<file path="src/rtl/reg_write_sequencer.sv">
// reg_write_sequencer: multi-cycle controller that sequences every register-file
// write of the accumulator processor. It takes one decoded instruction class at a
// time, waits on the memory or input-port handshake when needed, and drives
// one-cycle write strobes to the register write stage.
//
// state     | meaning
// ----------+------------------------------------------------------------
// IDLE      | waiting for start; instruction fields latched on start
// DECODE    | route the latched instruction, detect illegal encodings
// MEM_WAIT  | memory read outstanding (mem_req), bounded by the wait timer
// IN_WAIT   | waiting for input-port data, bounded by the wait timer
// WRITE     | one cycle of write strobes, done pulse, write_count bump
// FAIL      | one cycle done pulse, no strobes, error flags reported
//
// All outputs are registered: next-cycle values are derived from the next state
// so each strobe is visible in exactly the cycle the FSM occupies that state.

module reg_write_sequencer #(
    parameter int TIMEOUT_CYCLES = 16,
    parameter int CNT_W          = 16
) (
    input  logic             clock_i,
    input  logic             reset_i,
    input  logic             start_i,
    input  logic [2:0]       op_class_i,
    input  logic [1:0]       dest_sel_i,
    input  logic [1:0]       src_sel_i,
    input  logic             mem_ack_i,
    input  logic             input_valid_i,
    output logic             busy_o,
    output logic             done_o,
    output logic [5:0]       alu_write_signals_o,
    output logic [7:0]       transfer_signals_o,
    output logic             sr_write_o,
    output logic             mem_data_read_o,
    output logic             input_signal_o,
    output logic             mem_req_o,
    output logic             err_illegal_o,
    output logic             err_timeout_o,
    output logic [CNT_W-1:0] write_count_o
);

    localparam logic [2:0] OP_NOP      = 3'd0;
    localparam logic [2:0] OP_ALU      = 3'd1;
    localparam logic [2:0] OP_MEM_ACC  = 3'd2;
    localparam logic [2:0] OP_MEM_SR   = 3'd3;
    localparam logic [2:0] OP_TRANSFER = 3'd4;
    localparam logic [2:0] OP_INPUT    = 3'd5;
    localparam logic [2:0] OP_FLAGS    = 3'd6;
    localparam logic [2:0] OP_ILLEGAL  = 3'd7;

    localparam logic [1:0] REG_ACC = 2'd0;
    localparam logic [1:0] REG_X   = 2'd1;
    localparam logic [1:0] REG_Y   = 2'd2;
    localparam logic [1:0] REG_SP  = 2'd3;

    // The wait timer counts down from TIMEOUT_CYCLES-1; terminal count 0 marks
    // the last wait cycle, so the FSM spends exactly TIMEOUT_CYCLES cycles waiting.
    localparam logic [7:0] WAIT_LOAD = 8'(TIMEOUT_CYCLES - 1);

    typedef enum logic [2:0] {
        ST_IDLE     = 3'd0,
        ST_DECODE   = 3'd1,
        ST_MEM_WAIT = 3'd2,
        ST_IN_WAIT  = 3'd3,
        ST_WRITE    = 3'd4,
        ST_FAIL     = 3'd5
    } state_t;

    state_t     state_q, state_d;
    logic [2:0] op_q, op_d;
    logic [1:0] dest_q, dest_d;
    logic [1:0] src_q, src_d;
    logic [7:0] wait_cnt_q, wait_cnt_d;

    logic             busy_q, busy_d;
    logic             done_q, done_d;
    logic [5:0]       alu_q, alu_d;
    logic [7:0]       xfer_q, xfer_d;
    logic             sr_write_q, sr_write_d;
    logic             mem_data_read_q, mem_data_read_d;
    logic             input_signal_q, input_signal_d;
    logic             mem_req_q, mem_req_d;
    logic             err_illegal_q, err_illegal_d;
    logic             err_timeout_q, err_timeout_d;
    logic [CNT_W-1:0] write_count_q, write_count_d;

    logic [7:0] xfer_code;
    logic       xfer_legal;
    logic       illegal_op;
    logic       timeout_hit;
    logic       illegal_hit;

    // Transfer code lookup for the latched src->dest pair; anything not listed is illegal.
    always_comb begin
        xfer_code  = 8'h00;
        xfer_legal = 1'b0;
        unique case ({src_q, dest_q})
            {REG_X, REG_SP}: begin
                xfer_code  = 8'b1000_0100;
                xfer_legal = 1'b1;
            end
            {REG_SP, REG_X}: begin
                xfer_code  = 8'b0100_1000;
                xfer_legal = 1'b1;
            end
            {REG_ACC, REG_Y}: begin
                xfer_code  = 8'b0010_0001;
                xfer_legal = 1'b1;
            end
            {REG_Y, REG_ACC}: begin
                xfer_code  = 8'b0001_0010;
                xfer_legal = 1'b1;
            end
            {REG_ACC, REG_X}: begin
                xfer_code  = 8'b0000_1001;
                xfer_legal = 1'b1;
            end
            {REG_X, REG_ACC}: begin
                xfer_code  = 8'b0000_0110;
                xfer_legal = 1'b1;
            end
            default: begin
                xfer_code  = 8'h00;
                xfer_legal = 1'b0;
            end
        endcase
    end

    // Illegal-instruction detection on the latched fields (input only targets Y).
    always_comb begin
        illegal_op = 1'b0;
        if (op_q == OP_ILLEGAL) begin
            illegal_op = 1'b1;
        end else if ((op_q == OP_TRANSFER) && !xfer_legal) begin
            illegal_op = 1'b1;
        end else if ((op_q == OP_INPUT) && (dest_q != REG_Y)) begin
            illegal_op = 1'b1;
        end
    end

    // Next-state logic, instruction latching and wait timer.
    always_comb begin
        state_d     = state_q;
        op_d        = op_q;
        dest_d      = dest_q;
        src_d       = src_q;
        wait_cnt_d  = wait_cnt_q;
        timeout_hit = 1'b0;
        illegal_hit = 1'b0;

        unique case (state_q)
            ST_IDLE: begin
                if (start_i) begin
                    state_d = ST_DECODE;
                    op_d    = op_class_i;
                    dest_d  = dest_sel_i;
                    src_d   = src_sel_i;
                end
            end

            ST_DECODE: begin
                if (illegal_op) begin
                    state_d     = ST_FAIL;
                    illegal_hit = 1'b1;
                end else if ((op_q == OP_MEM_ACC) || (op_q == OP_MEM_SR)) begin
                    state_d    = ST_MEM_WAIT;
                    wait_cnt_d = WAIT_LOAD;
                end else if (op_q == OP_INPUT) begin
                    state_d    = ST_IN_WAIT;
                    wait_cnt_d = WAIT_LOAD;
                end else begin
                    state_d = ST_WRITE;
                end
            end

            // An ack on the terminal-count cycle still wins over the timeout.
            ST_MEM_WAIT: begin
                if (mem_ack_i) begin
                    state_d = ST_WRITE;
                end else if (wait_cnt_q == 8'd0) begin
                    state_d     = ST_FAIL;
                    timeout_hit = 1'b1;
                end else begin
                    wait_cnt_d = wait_cnt_q - 8'd1;
                end
            end

            ST_IN_WAIT: begin
                if (input_valid_i) begin
                    state_d = ST_WRITE;
                end else if (wait_cnt_q == 8'd0) begin
                    state_d     = ST_FAIL;
                    timeout_hit = 1'b1;
                end else begin
                    wait_cnt_d = wait_cnt_q - 8'd1;
                end
            end

            ST_WRITE: begin
                state_d = ST_IDLE;
            end

            ST_FAIL: begin
                state_d = ST_IDLE;
            end

            default: begin
                state_d = ST_IDLE;
            end
        endcase
    end

    // Output decode from the next state so registered outputs line up with the state.
    always_comb begin
        busy_d          = (state_d != ST_IDLE);
        done_d          = (state_d == ST_WRITE) || (state_d == ST_FAIL);
        alu_d           = 6'b00_0000;
        xfer_d          = 8'h00;
        sr_write_d      = 1'b0;
        mem_data_read_d = 1'b0;
        input_signal_d  = 1'b0;
        mem_req_d       = 1'b0;
        err_illegal_d   = illegal_hit;
        err_timeout_d   = err_timeout_q | timeout_hit;
        write_count_d   = write_count_q;

        unique case (state_d)
            ST_MEM_WAIT: begin
                mem_req_d       = 1'b1;
                mem_data_read_d = 1'b1;
            end

            ST_IN_WAIT: begin
                input_signal_d = 1'b1;
            end

            ST_WRITE: begin
                write_count_d = write_count_q + CNT_W'(1);
                unique case (op_q)
                    OP_ALU: begin
                        unique case (dest_q)
                            REG_ACC: alu_d = 6'b01_0001;
                            REG_X:   alu_d = 6'b01_0010;
                            REG_Y:   alu_d = 6'b01_0100;
                            default: alu_d = 6'b01_1000;
                        endcase
                    end
                    OP_MEM_ACC: begin
                        alu_d           = 6'b00_0001;
                        mem_data_read_d = 1'b1;
                    end
                    OP_MEM_SR: begin
                        sr_write_d      = 1'b1;
                        mem_data_read_d = 1'b1;
                    end
                    OP_TRANSFER: begin
                        xfer_d = xfer_code;
                    end
                    OP_INPUT: begin
                        input_signal_d = 1'b1;
                        alu_d          = 6'b00_0100;
                    end
                    OP_FLAGS: begin
                        sr_write_d = 1'b1;
                    end
                    default: begin
                        alu_d = 6'b00_0000;
                    end
                endcase
            end

            default: begin
                alu_d = 6'b00_0000;
            end
        endcase
    end

    // State, latched instruction, timer and output registers; reset aborts everything.
    always_ff @(posedge clock_i) begin
        if (reset_i) begin
            state_q         <= ST_IDLE;
            op_q            <= OP_NOP;
            dest_q          <= REG_ACC;
            src_q           <= REG_ACC;
            wait_cnt_q      <= 8'd0;
            busy_q          <= 1'b0;
            done_q          <= 1'b0;
            alu_q           <= 6'b00_0000;
            xfer_q          <= 8'h00;
            sr_write_q      <= 1'b0;
            mem_data_read_q <= 1'b0;
            input_signal_q  <= 1'b0;
            mem_req_q       <= 1'b0;
            err_illegal_q   <= 1'b0;
            err_timeout_q   <= 1'b0;
            write_count_q   <= '0;
        end else begin
            state_q         <= state_d;
            op_q            <= op_d;
            dest_q          <= dest_d;
            src_q           <= src_d;
            wait_cnt_q      <= wait_cnt_d;
            busy_q          <= busy_d;
            done_q          <= done_d;
            alu_q           <= alu_d;
            xfer_q          <= xfer_d;
            sr_write_q      <= sr_write_d;
            mem_data_read_q <= mem_data_read_d;
            input_signal_q  <= input_signal_d;
            mem_req_q       <= mem_req_d;
            err_illegal_q   <= err_illegal_d;
            err_timeout_q   <= err_timeout_d;
            write_count_q   <= write_count_d;
        end
    end

    assign busy_o              = busy_q;
    assign done_o              = done_q;
    assign alu_write_signals_o = alu_q;
    assign transfer_signals_o  = xfer_q;
    assign sr_write_o          = sr_write_q;
    assign mem_data_read_o     = mem_data_read_q;
    assign input_signal_o      = input_signal_q;
    assign mem_req_o           = mem_req_q;
    assign err_illegal_o       = err_illegal_q;
    assign err_timeout_o       = err_timeout_q;
    assign write_count_o       = write_count_q;

endmodule

</file>
<file path="config.mk">
export PLATFORM = sky130hd
export DESIGN_NAME = reg_write_sequencer
export DESIGN_NICKNAME = d
export VERILOG_FILES = /design/src/rtl/reg_write_sequencer.sv
export SDC_FILE = /design/constraint.sdc
export NUM_CORES = 1
export LEC_CHECK = 0
export ABC_AREA = 1
export BUFFER_PORTS_ARGS = -buffer_cell sky130_fd_sc_hd__buf_4
export CAP_MARGIN = 0
export CORE_ASPECT_RATIO = 1.75
export CORE_MARGIN = 2
export CORE_UTILIZATION = 39
export CTS_CLUSTER_SIZE = 30
export DETAILED_ROUTE_END_ITERATION = 10
export MAX_ROUTING_LAYER = met4
export SLEW_MARGIN = 30
export SYNTH_ARGS = -nofsm -noshare
export SYNTH_HDL_FRONTEND = slang
export SYNTH_SLANG_ARGS = --single-unit
</file>
<file path="constraint.sdc">
create_clock -name clock_i -period 2.3 [get_ports clock_i]
set_input_delay 0.115 -clock clock_i [delete_from_list [all_inputs] [get_ports clock_i]]
set_output_delay 0.115 -clock clock_i [all_outputs]
set_load 0.02 [all_outputs]
</file>
**Yosys cells after proc, flatten, opt, wreduce, memory -nomap -nowiden**

Index checks and enable logic that the tools add are counted.

- Flip-flop bits (word level): 56
- Bits of input ports: 12
- Output and inout port bits: 38
- Word-level logic and storage cells: 100

- Add/subtract/negate cells: 2
- Equality and inequality tests: 27
- Mux-type cells: 33
- Bitwise gates (word level): 4
- Reduce and logical (&&, ||, !) cells: 18

Operators with widths:

| operator | count |
|---|---|
| $mux 8 | 6 |
| $pmux 8 s6 | 1 |
| $pmux 8 s3 | 1 |
| $mux 3 | 7 |
| $eq 3x2->1 const B | 6 |
| $eq 3x3->1 const B | 6 |
| $add 16x1->16 const B | 1 |
| $pmux 5 s3 | 1 |
| $mux 1 | 12 |
| $pmux 3 s4 | 1 |
| $pmux 4 s3 | 1 |
| $eq 4x3->1 const B | 2 |
| $eq 4x4->1 const B | 2 |
| $logic_not 8->1 | 1 |
| $ne 2x2->1 const B | 4 |
| $reduce_or 2->1 | 4 |
| $sub 8x1->8 const B | 1 |
| $eq 3x1->1 const B | 2 |
| $pmux 1 s2 | 3 |
| $reduce_bool 3->1 | 2 |
| $reduce_or 6->1 | 1 |
| $reduce_and 5->1 | 1 |
| $eq 4x1->1 const B | 1 |
| $eq 4x2->1 const B | 1 |
| 12 further kinds | 16 |

**Logic depth before layout (Yosys ltp)**

Gate-level depths: netlist (run 1).

- Depth after elaboration: 12
- Mapped depth: 14
- Mapped depth without buffers: 13

**Worst setup path before layout (run 1)**

Ideal clock, no wire load.

- Path type: register to register
- From: reg write_count_q[0] (netlist: write_count_o[0])
- To: reg write_count_q[12] (netlist: write_count_o[12])
- Setup time: 69 ps
- Arrival time: 1631 ps
- Data required time: 2231 ps
- Setup slack: 600 ps
- Stages on the path, launching flop included: 7
- Buffers on the path: 0
- Clock period less this slack: 1700 ps
- Path through: dfxtp_1 ha_1 nand3_1 or3_1 xnor2_1 nand3_1 a21oi_2

- Word-level cells in the longest chain between the ends: 1

Ends and longest elaborated chain:

| what | RTL line | source |
|---|---|---|
| start: declaration | 86 | `logic [CNT_W-1:0] write_count_q, write_count_d;` |
| start signal: assignment | 314 | `write_count_q <= write_count_d;` |
| $add 16x1->16 | 239 | `write_count_d = write_count_q + CNT_W'(1);` |

No other way between the ends.
A chain may end at the register's enable or synchronous reset.

**Final worst setup path (run 1)**

- From: reg dest_q[0]
- To: reg write_count_q[1] (netlist: write_count_o[1])

- Word-level cells in the longest chain between the ends: 10
- Elaborated cells on any way between the ends: 18
- Classes of those cells: eq/ne (8); mux (6); reduce/logical (4)

Ends and longest elaborated chain:

| what | RTL line | source |
|---|---|---|
| start: declaration | 72 | `logic [1:0] dest_q, dest_d;` |
| start signal: assignment | 301 | `dest_q <= dest_d;` |
| $eq 4x3->1, or another cell as far along | 98 | `unique case ({src_q, dest_q})` |
| $reduce_or 6->1 (no source line) | n/a |  |
| $mux 1 | 98 |  |
| $logic_not 1->1 | 135 | `end else if ((op_q == OP_TRANSFER) && !xfer_legal) begin` |
| $logic_and 1x1->1 | 135 |  |
| $mux 1 (*) | 135 |  |
| $mux 1 (*) | 133 | `if (op_q == OP_ILLEGAL) begin` |
| $mux 3 (*) | 163 | `if (illegal_op) begin` |
| $pmux 3 s4 (*) | 152 | `unique case (state_q)` |
| $eq 3x3->1 (*) | 228 | `unique case (state_d)` |

Mark *: on every way between the ends. The rest lies on a longest branch, timed or not.

==> summary.txt, run 1 <==
Die X -> 66.3 um
Mapped cell area -> 2650 um2
Max rail drop VDD -> 0.532 mV
1st-iter DRT viols -> 64
Final Skew -> 0.00947 ns
Slowest cell on crit path -> a21oi_1
# H-tree levels -> 2
Post-synthesis cell count -> 344
Final setup fails -> 0
Worst R2R Path Depth -> 10
CP Depth -> 10
Worst hold slack -> 0.105 ns
Critical path class -> reg -> reg
Worst Path Buf+Inv -> 0
Die ar. -> 7500 um2
Num rows -> 39
Synth cell types -> 37
Antenna violations before repair -> 0
Core box area -> 6540 um2
Io pins -> 50
Post-synth EDFFs -> 0
IO Port Bufs -> 48
CTS buffer count -> 5
Leakage -> 0.00131 uW
Via density -> 5.01
Post-route ant nets -> 0
Ranking of synthesized cells by area -> dfxtp_1 42%, nand2_1 8.3%, nand3_1 5.7%
TritonCTS clock tree -> yes
Fin. Hold Viols -> 0
Initial Utilization -> 0.406
Slew Viols, Final -> 0
Fin crit share -> 0.906
Layout cells sized above 1 -> 0.275
Mapped Avg Cell Area -> 7.71 um2
Grt ovf -> 0
Synth Register Bits -> 55
Synth area leader -> dfxtp_1
Area grow syn2layout -> 21.0%
Clk_lat worst skew -> 0.30 ns
Largest net degree at the start of global routing -> 27
Global-route usage over all layers -> 0.188
DR DRC count -> 0
Min-delay worst type -> in -> reg
Share of the synthesized area in the top cell type -> 0.415
Status -> completed
CP delay by family, top -> simple AND/OR/NAND/NOR gates
Ys flop type -> dfxtp_1
Number of vias in the routed layout -> 2379
Most common cell on crit path -> nand2_1
Root Buffer -> clkbuf_16
Die Y -> 113 um
Drt wl/cell -> 13.5 um
CP arrival -> 2.26 ns
Drt total wl -> 6400 um
CP max FO -> 15
WHS Path Cells -> 3
CP endpoint kind -> flop
Worst EP required -> 2.48 ns
Postcts setup bufs -> 0
Asr flop ratio synth -> 0
CP Cell Sequence -> nor2_1 > nand3_1 > nand2_1 > nor2_1 > nand2_2 > nand2_1 > a21oi_1 > nand3_4 > nand2_1 > a21oi_1
Syn nets -> 358
RSZ-0062 raised after global routing -> no
Antenna cell count -> 0
Largest stage delay, worst path -> 0.40 ns
CP Launch Type -> flop
Post-layout min period -> 2.08 ns
Ys Warns -> 0
Power per standard cell area -> 1020 nW/um2
Global-route wire length before repair -> 10400 um
Hold-fix buffers, CTS -> 0
Top cells by count, synth -> 59 x nand2_1, 55 x dfxtp_1, 36 x nor2_1
Post-DP HPWL -> 4840 um
Fin Setup TNS -> 0 ns
Gpl congestion -> 0.885
Count leader, synth -> nand2_1
Max-cap violation count -> 0
Seq/Total Area, Yosys -> 0.415
Clock transition at path regs -> 0.07 ns
Nets -> 406
Overall power -> 3270 uW
Post-cts resize count -> 0
Clock buffer depth -> 2
Vias in the first global route -> 2321
TritonCTS Sinks -> 55
DRT Pass-1 Iters -> 5
Fmax -> 480 MHz
metrics by stage:
| stage | utilization | worst slack, ns | std cells | instance area (um2) |
|---|---|---|---|---|
| final | 0.491 | 0.215 | 475 | 3210 |
| after global routing | 0.491 | 0.00170 | 475 | 3210 |
| after CTS | 0.491 | 0.209 | 475 | 3210 |
| after detailed placement | 0.470 | 0.222 | 467 | 3070 |
| after global placement | 0.470 | 0.219 | 467 | 3070 |
| after floorplan | - | 0.600 | 344 | 2650 |
cells by family after synthesis:
family                   count (synthesis)  share of synthesized area
flip-flops                              55                      0.415
XOR/XNOR                                18                     0.0594
buffers and inverters                   42                     0.0698
adder cells (fa/ha/maj)                  2                    0.00943
other                                    1                    0.00141
AO/OA/AOI/OAI                           57                      0.129
AND/OR/NAND/NOR                        169                      0.316
routing by layer:
metal	track usage	wire length (um)	share of wire	vias to the layer above
li1	-	-	-	1214
met1	0.175	2350	0.37	1081
met2	0.343	3570	0.56	64
met3	0.0378	205	0.032	20
met4	0.102	280	0.044	0
met5	-	0	0	-
worst register-to-register path: cells and delay by family, from the launching register on:
| family | cells | cell delay [ns] |
|---|---|---|
| AOI/OAI and AO/OA | 2 | 0.46 |
| DFF | 1 | 0.34 |
| and+or+nand+nor | 8 | 1.18 |
flip-flops by register name, summed over array words and instances, names as in the netlist, 2 cells and up:
signal / cells
alu_write_signals_o: 5
dest_q: 2
transfer_signals_o: 8
src_q: 2
op_q: 3
state_q: 3
wait_cnt_q: 8
write_count_o: 16
power breakdown:
part | switching [uW] | internal (uW)
Clock | 332 | 403
Combinational | 936 | 410
Sequential | 112 | 1080
layout by cell type, fill, tap and decap left out, types with 10 or more instances in the layout:
cell	n
nand2_1	59
dfxtp_1	55
buf_4	51
nor2_1	36
nand3_1	30
a21oi_1	29
inv_1	22
nand2_2	14
a21oi_2	11
o21ai_0	11
xor2_1	11
inv_2	10
final timing paths:
check                                   start                to  slack [ns]
worst min-delay path            op_class_i[2]           op_q[2]        0.11
worst max register to register      dest_q[0]  write_count_o[1]        0.22
worst max-delay path                dest_q[0]  write_count_o[1]        0.22
worst min register to register  wait_cnt_q[0]     wait_cnt_q[0]        0.46
area by class of cell:
class                           count  area, um2
Fill cell                         700       3330
Multi-Input combinational cell    247       1370
Timing Repair Buffer               51        383
Clock inverter                      1       5.00
Inverter                           32        120
Sequential cell                    55       1100
Tap cell                           82        103
Clock buffer                        7        133
(Power assumes the default switching activity.)
==> run 2, diff against run 1 <==
- ABC_AREA: 1 -> not set
==> summary.txt, run 2 <==
Status -> completed
Synth area leader -> dfxtp_1
Hold-fix buffers, CTS -> 0 (unchanged)
Final setup fails -> 0 (unchanged)
Postcts setup bufs -> 0 (unchanged)
Area grow syn2layout -> 24.9%
Fin Setup TNS -> 0 ns (unchanged)
Fmax -> 457 MHz (-4.8%)
Drt wl/cell -> 13.7 um (+1.3%)
Slew Viols, Final -> 0 (unchanged)
Via density -> 5.28 (+5.4%)
Power per standard cell area -> 627 nW/um2 (-38%)
Vias in the first global route -> 2194 (-5.5%)
GRT met1 Usage -> 0.165 (-0.0104)
Clock transition at path regs -> 0.09 ns (+0.02 ns)
Most frequent cells in the layout -> 66 x buf_4, 55 x dfxtp_1, 35 x nand2_1, 29 x a21oi_1
Fin crit share -> 0.952 (+0.0458)
CP Launch Type -> flop
Antenna cell count -> 0 (unchanged)
Post-synthesis cell count -> 296 (-14%)
Gr busiest metal -> met2
TritonCTS clock tree -> yes
DR DRC count -> 0 (unchanged)
TritonCTS Sinks -> 55 (unchanged)
Max-cap violation count -> 0 (unchanged)
Grt ovf -> 0 (unchanged)
Clock buffer depth -> 2 (unchanged)
CTS buffer count -> 5 (unchanged)
Count leader, synth -> dfxtp_1
Core box area -> 6230 um2 (-4.7%)
Slowest cell on crit path -> or3b_4
RSZ-0062 raised after global routing -> no
Top cells by count, synth -> 55 x dfxtp_1, 35 x nand2_1, 29 x a21oi_1
Leakage -> 0.00125 uW (-4.6%)
Final instance area -> 3160 um2 (-1.6%)
Synth Register Bits -> 55 (unchanged)
Final Skew -> 0.00470 ns (-0.00477 ns)
Antenna violations before repair -> 0 (unchanged)
Post-route ant nets -> 0 (unchanged)
Post-synth EDFFs -> 0 (unchanged)
1st-iter DRT viols -> 68 (+6.3%)
Die Y -> 111 um (-2.3%)
Largest register FFs -> 16 (unchanged)
# H-tree levels -> 2 (unchanged)
Fin. Hold Viols -> 0 (unchanged)
Min-delay worst type -> in -> reg
Post-layout min period -> 2.19 ns (+0.105 ns)
Global-route usage over all layers -> 0.172 (-0.0156)
Asr flop ratio synth -> 0 (unchanged)
Seq/Total Area, Yosys -> 0.435 (+0.0203)
Num rows -> 38 (-2.6%)
WHS Path Cells -> 3 (unchanged)
Largest stage delay, worst path -> 0.39 ns (about the same)
Ys flop type -> dfxtp_1
Share of the synthesized area in the top cell type -> 0.435 (+0.0203)
Die X -> 64.9 um (-2.2%)
Initial Utilization -> 0.406 (about the same)
DRT Pass-1 Iters -> 4 (-1)
Worst hold slack -> 0.0506 ns (-0.0546 ns)
Gpl congestion -> 0.828 (-6.5%)
Nets -> 361 (-11%)
CP endpoint kind -> flop
Drt total wl -> 5840 um (-8.7%)
Ranking of synthesized cells by area -> dfxtp_1 44%, a21oi_1 5.7%, nand2_1 5.2%
Worst R2R Path Depth -> 7 (-3)
CP max FO -> 5 (-10)
Util after Layout -> 0.507 (+0.0162)
Synth cell types -> 50 (+35%)
Met2 Usage GRT -> 0.331 (-0.0121)
Syn nets -> 310 (-13%)
Post-DP HPWL -> 4450 um (-8.0%)
Number of vias in the routed layout -> 2260 (-5.0%)
Mapped Avg Cell Area -> 8.54 um2 (+11%)
Worst EP required -> 2.54 ns (+0.06 ns)
IO Port Bufs -> 48 (unchanged)
Filler Cell Count -> 644 (-8.0%)
Met3 usage -> 0.0305 (-0.00722)
CP arrival -> 2.43 ns (+0.17 ns)
Clk_lat worst skew -> 0.30 ns (about the same)
Mapped cell area -> 2530 um2 (-4.7%)
Post-cts resize count -> 0 (unchanged)
Ys Warns -> 0 (unchanged)
Layout cells sized above 1 -> 0.259 (-0.0162)
Global-route wire length before repair -> 9720 um (-6.6%)
Io pins -> 50 (unchanged)
Critical path class -> reg -> reg
Root Buffer -> clkbuf_8
Commonest non-fill, non-tap cell in the layout -> buf_4
Max rail drop VDD -> 0.397 mV (-25%)
Die ar. -> 7170 um2 (-4.4%)
Largest net degree at the start of global routing -> 42 (+56%)
CP Cell Sequence -> inv_1 > ha_1 > or3b_4 > or3_1 > a211o_1 > or3b_1 > a21oi_1
Post-DP Area -> 3020 um2 (-1.8%)
run 2: cell types whose count changed after synthesis, moves of 8 or more:
| cell | change |
|---|---|
| nand3_1 | -25 |
| nand2_1 | -24 |
| nor2_1 | -20 |
| inv_1 | -15 |
| or3_1 | +15 |
| nand2_2 | -14 |
| a21oi_2 | -11 |
| inv_2 | -10 |
| nor4_1 | +10 |
| buf_2 | +8 |
run 2: logic make-up (layout without fill, tap and decap cells):
| kind of cell | after synthesis | after routing | synth area share |
|---|---|---|---|
| other | 1 | 1 | 0.00148 |
| AOI/OAI and AO/OA | 63 | 63 | 0.159 |
| DFF | 55 | 55 | 0.435 |
| muxes | 7 | 7 | 0.0302 |
| buffers and inverters | 29 | 81 | 0.0520 |
| adders and majority gates | 2 | 2 | 0.00989 |
| xor gates and xnor gates | 6 | 6 | 0.0208 |
| and+or+nand+nor | 133 | 133 | 0.291 |
run 2: worst paths after layout:
kind | from | to | slack (ns)
worst max-delay path | wait_cnt_q[0] | mem_data_read_o | 0.11
worst min-delay path | op_class_i[1] | op_q[1] | 0.05
worst max register to register | wait_cnt_q[0] | mem_data_read_o | 0.11
worst min register to register | err_timeout_o | err_timeout_o | 0.46
run 2: area by class of cell:
cell class	count	area [um2]	area share
well taps	80	100	0.0317
repair buffers	66	495	0.157
clock inverters	2	60.1	0.0190
inverters	7	26.3	0.00832
flip-flops and latches	55	1100	0.349
multi-input cells	212	1300	0.413
clock buffers	6	72.6	0.0230
run 2: worst max-delay path: cells and delay by family (launching register included):
family | cells | cell delay (ns)
AND/OR/NAND/NOR | 3 | 1.12
AO/OA/AOI/OAI | 2 | 0.43
flip-flops | 1 | 0.34
adder cells (fa/ha/maj) | 1 | 0.16
buffers and inverters | 1 | 0.07
run 2: layer usage:
metal / part of all wire / routed length (um)
met3: 0.036 / 210
met5: 0 / 0
met1: 0.37 / 2170
met4: 0.013 / 78
met2: 0.58 / 3380
run 2: where the power goes:
group | internal [uW] | leakage, uW | switching [uW] | total, uW
Clock | 435 | 0.0000654 | 299 | 734
Combinational | 108 | 0.000742 | 143 | 251
Sequential | 972 | 0.000445 | 23.6 | 996
run 2: per-stage QoR:
stage	setup WS, ns	cells	total power [uW]
after floorplan	0.191	296	1180
after global placement	0.121	420	1270
after detailed placement	0.0815	420	1270
after CTS	0.0449	428	2000
after global routing	0.0241	428	2060
final	0.110	428	1980
==> run 3, diff against run 2 <==
- PLACE_DENSITY_LB_ADDON: not set -> 0.12
==> summary.txt, run 3 (synthesis results as in run 2) <==
Fin. Hold Viols -> 0 (unchanged)
Worst r2r src -> wait_cnt_q[0]
Slowest cell on crit path -> or3_1
CP Cell Sequence -> inv_1 > ha_1 > or3b_1 > or3_1 > a211o_1 > or3b_1 > a21oi_1
Grt ovf -> 0 (unchanged)
CP max FO -> 4 (-1)
CTS buffer count -> 5 (unchanged)
Final setup fails -> 0 (unchanged)
Status -> completed
Die Y -> 111 um (unchanged)
Sw frac -> 0.259 (+0.0244)
Min-delay worst type -> in -> reg
Die X -> 64.9 um (unchanged)
Power per standard cell area -> 583 nW/um2 (-7.0%)
Gpl congestion -> 0.790 (-4.6%)
Clock group share of total power -> 0.318 (-0.052)
P_sw -> 475 uW (+2.2%)
CP delay by family, top -> simple AND/OR/NAND/NOR gates
Most common cell on crit path -> or3b_1
PnR worst setup slack -> 0.133 ns (+0.0224 ns)
Hold wc startpoint -> op_class_i[1]
Max-cap violation count -> 0 (unchanged)
Final Skew -> 0.00562 ns (+0.000919 ns)
Via density -> 5.25 (-0.65%)
Antenna cell count -> 0 (unchanged)
Initial Utilization -> 0.406 (unchanged)
Global-route usage over all layers -> 0.180 (+0.00770)
TritonCTS Sinks -> 55 (unchanged)
Fin crit share -> 0.942 (-0.00975)
IO Port Bufs -> 48 (unchanged)
Critical path class -> reg -> reg
Die ar. -> 7170 um2 (unchanged)
Largest register FFs -> 16 (unchanged)
Io pins -> 50 (unchanged)
CP Launch Type -> flop
Leakage -> 0.00126 uW (+0.41%)
Slew Viols, Final -> 0 (unchanged)
Drt wl/cell -> 13.8 um (+1.3%)
Num rows -> 38 (unchanged)
RSZ-0062 raised after global routing -> no
Area grow syn2layout -> 24.4%
Int Power -> 1360 uW (-10%)
Worst EP required -> 2.55 ns (about the same)
Post-DP HPWL -> 4460 um (+0.21%)
Max rail drop VDD -> 0.425 mV (+7.0%)
Layout cells sized above 1 -> 0.262 (+0.00349)
DR DRC count -> 0 (unchanged)
Most frequent cells in the layout -> 69 x buf_4, 55 x dfxtp_1, 35 x nand2_1, 28 x a21oi_1
Drt total wl -> 5960 um (+2.0%)
DRT Pass-1 Iters -> 4 (unchanged)
Filler Cell Count -> 627 (-2.6%)
Largest stage delay, worst path -> 0.37 ns (-0.02 ns)
# H-tree levels -> 2 (unchanged)
Comb power frac -> 0.139 (+0.012)
Crit path from -> wait_cnt_q[0]
1st-iter DRT viols -> 96 (+41%)
Vias in the first global route -> 2177 (-0.77%)
Nets -> 364 (+0.83%)
Largest net degree at the start of global routing -> 42 (unchanged)
Worst Path Buf+Inv -> 1 (unchanged)
Antenna violations before repair -> 0 (unchanged)
Global-route wire length before repair -> 9800 um (+0.84%)
Clk_lat worst skew -> 0.32 ns (+0.02 ns)
CP endpoint kind -> flop
Number of vias in the routed layout -> 2261 (+0.044%)
Fin Setup TNS -> 0 ns (unchanged)
Clock transition at path regs -> 0.09 ns (about the same)
Fmax -> 461 MHz (+1.0%)
TritonCTS clock tree -> yes
Core box area -> 6230 um2 (unchanged)
Clock buffer depth -> 2 (unchanged)
Pre-CTS setup slack -> 0.0978 ns (+0.0163 ns)
Root Buffer -> clkbuf_8
Sequential share of power -> 0.543 (+0.040)
Post-route ant nets -> 0 (unchanged)
CP arrival -> 2.42 ns (about the same)
Post-layout min period -> 2.17 ns (-0.0224 ns)
Commonest non-fill, non-tap cell in the layout -> buf_4
run 3: cell count changes in the layout (fill, tap and decap cells not counted), sizes merged:
cell	before	now
buf	66	69
bufinv	2	0
clkbuf	6	8
run 3: tightest hold or removal path: cells and delay by family:
kind / cells / cell delay (ns)
AO/OA/AOI/OAI: 1 / 0.05
buffers and inverters: 1 / 0.11
AND/OR/NAND/NOR: 1 / 0.04
run 3: through the flow:
stage          utilization  cell area (um2)  power (uW)  std cells  hold slack, ns
6_report             0.505             3150        1830        431          0.0416
5_1_grt              0.505             3150        1910        431          0.0405
4_1_cts              0.504             3140        1860        431          0.0287
3_5_place_dp         0.488             3040        1270        423           0.374
3_3_place_gp         0.488             3040        1270        423           0.365
2_1_floorplan            -             2530        1180        296           0.251
run 3: layout make-up:
type | count | area (um2) | area share
repair buffers | 69 | 518 | 0.165
multi-input cells | 212 | 1300 | 0.413
clock buffers | 8 | 100 | 0.0318
inverters | 7 | 26.3 | 0.00835
well taps | 80 | 100 | 0.0318
flip-flops and latches | 55 | 1100 | 0.350
run 3: timing repair:
action	in CTS	in global routing
hold buffers	0	0
setup endpoints to repair	0	8
buffers inserted	0	0
gates resized for setup	0	1
run 3: final timing paths:
| path | end | slack, ns | cells past startpoint |
|---|---|---|---|
| setup / recovery | mem_data_read_o | 0.13 | 7 |
| hold / removal | op_q[1] | 0.04 | 3 |
| hold reg to reg | err_timeout_o | 0.46 | 2 |
| setup reg to reg | mem_data_read_o | 0.13 | 7 |
run 3: routing by layer:
metal	wire [um]	track usage	up-vias
li1	-	-	1168
met1	2270	0.170	1035
met2	3280	0.330	46
met3	208	0.0356	12
met4	200	0.0922	0
met5	0	-	-
run 3: power groups by stage:
stage                     Clock [uW]  Sequential, uW  Combinational [uW]
after floorplan                    0            1010                 172
after global placement             0            1020                 255
after detailed placement           0            1020                 256
after CTS                        611             995                 258
after global routing             633             999                 282
final                            583             995                 255
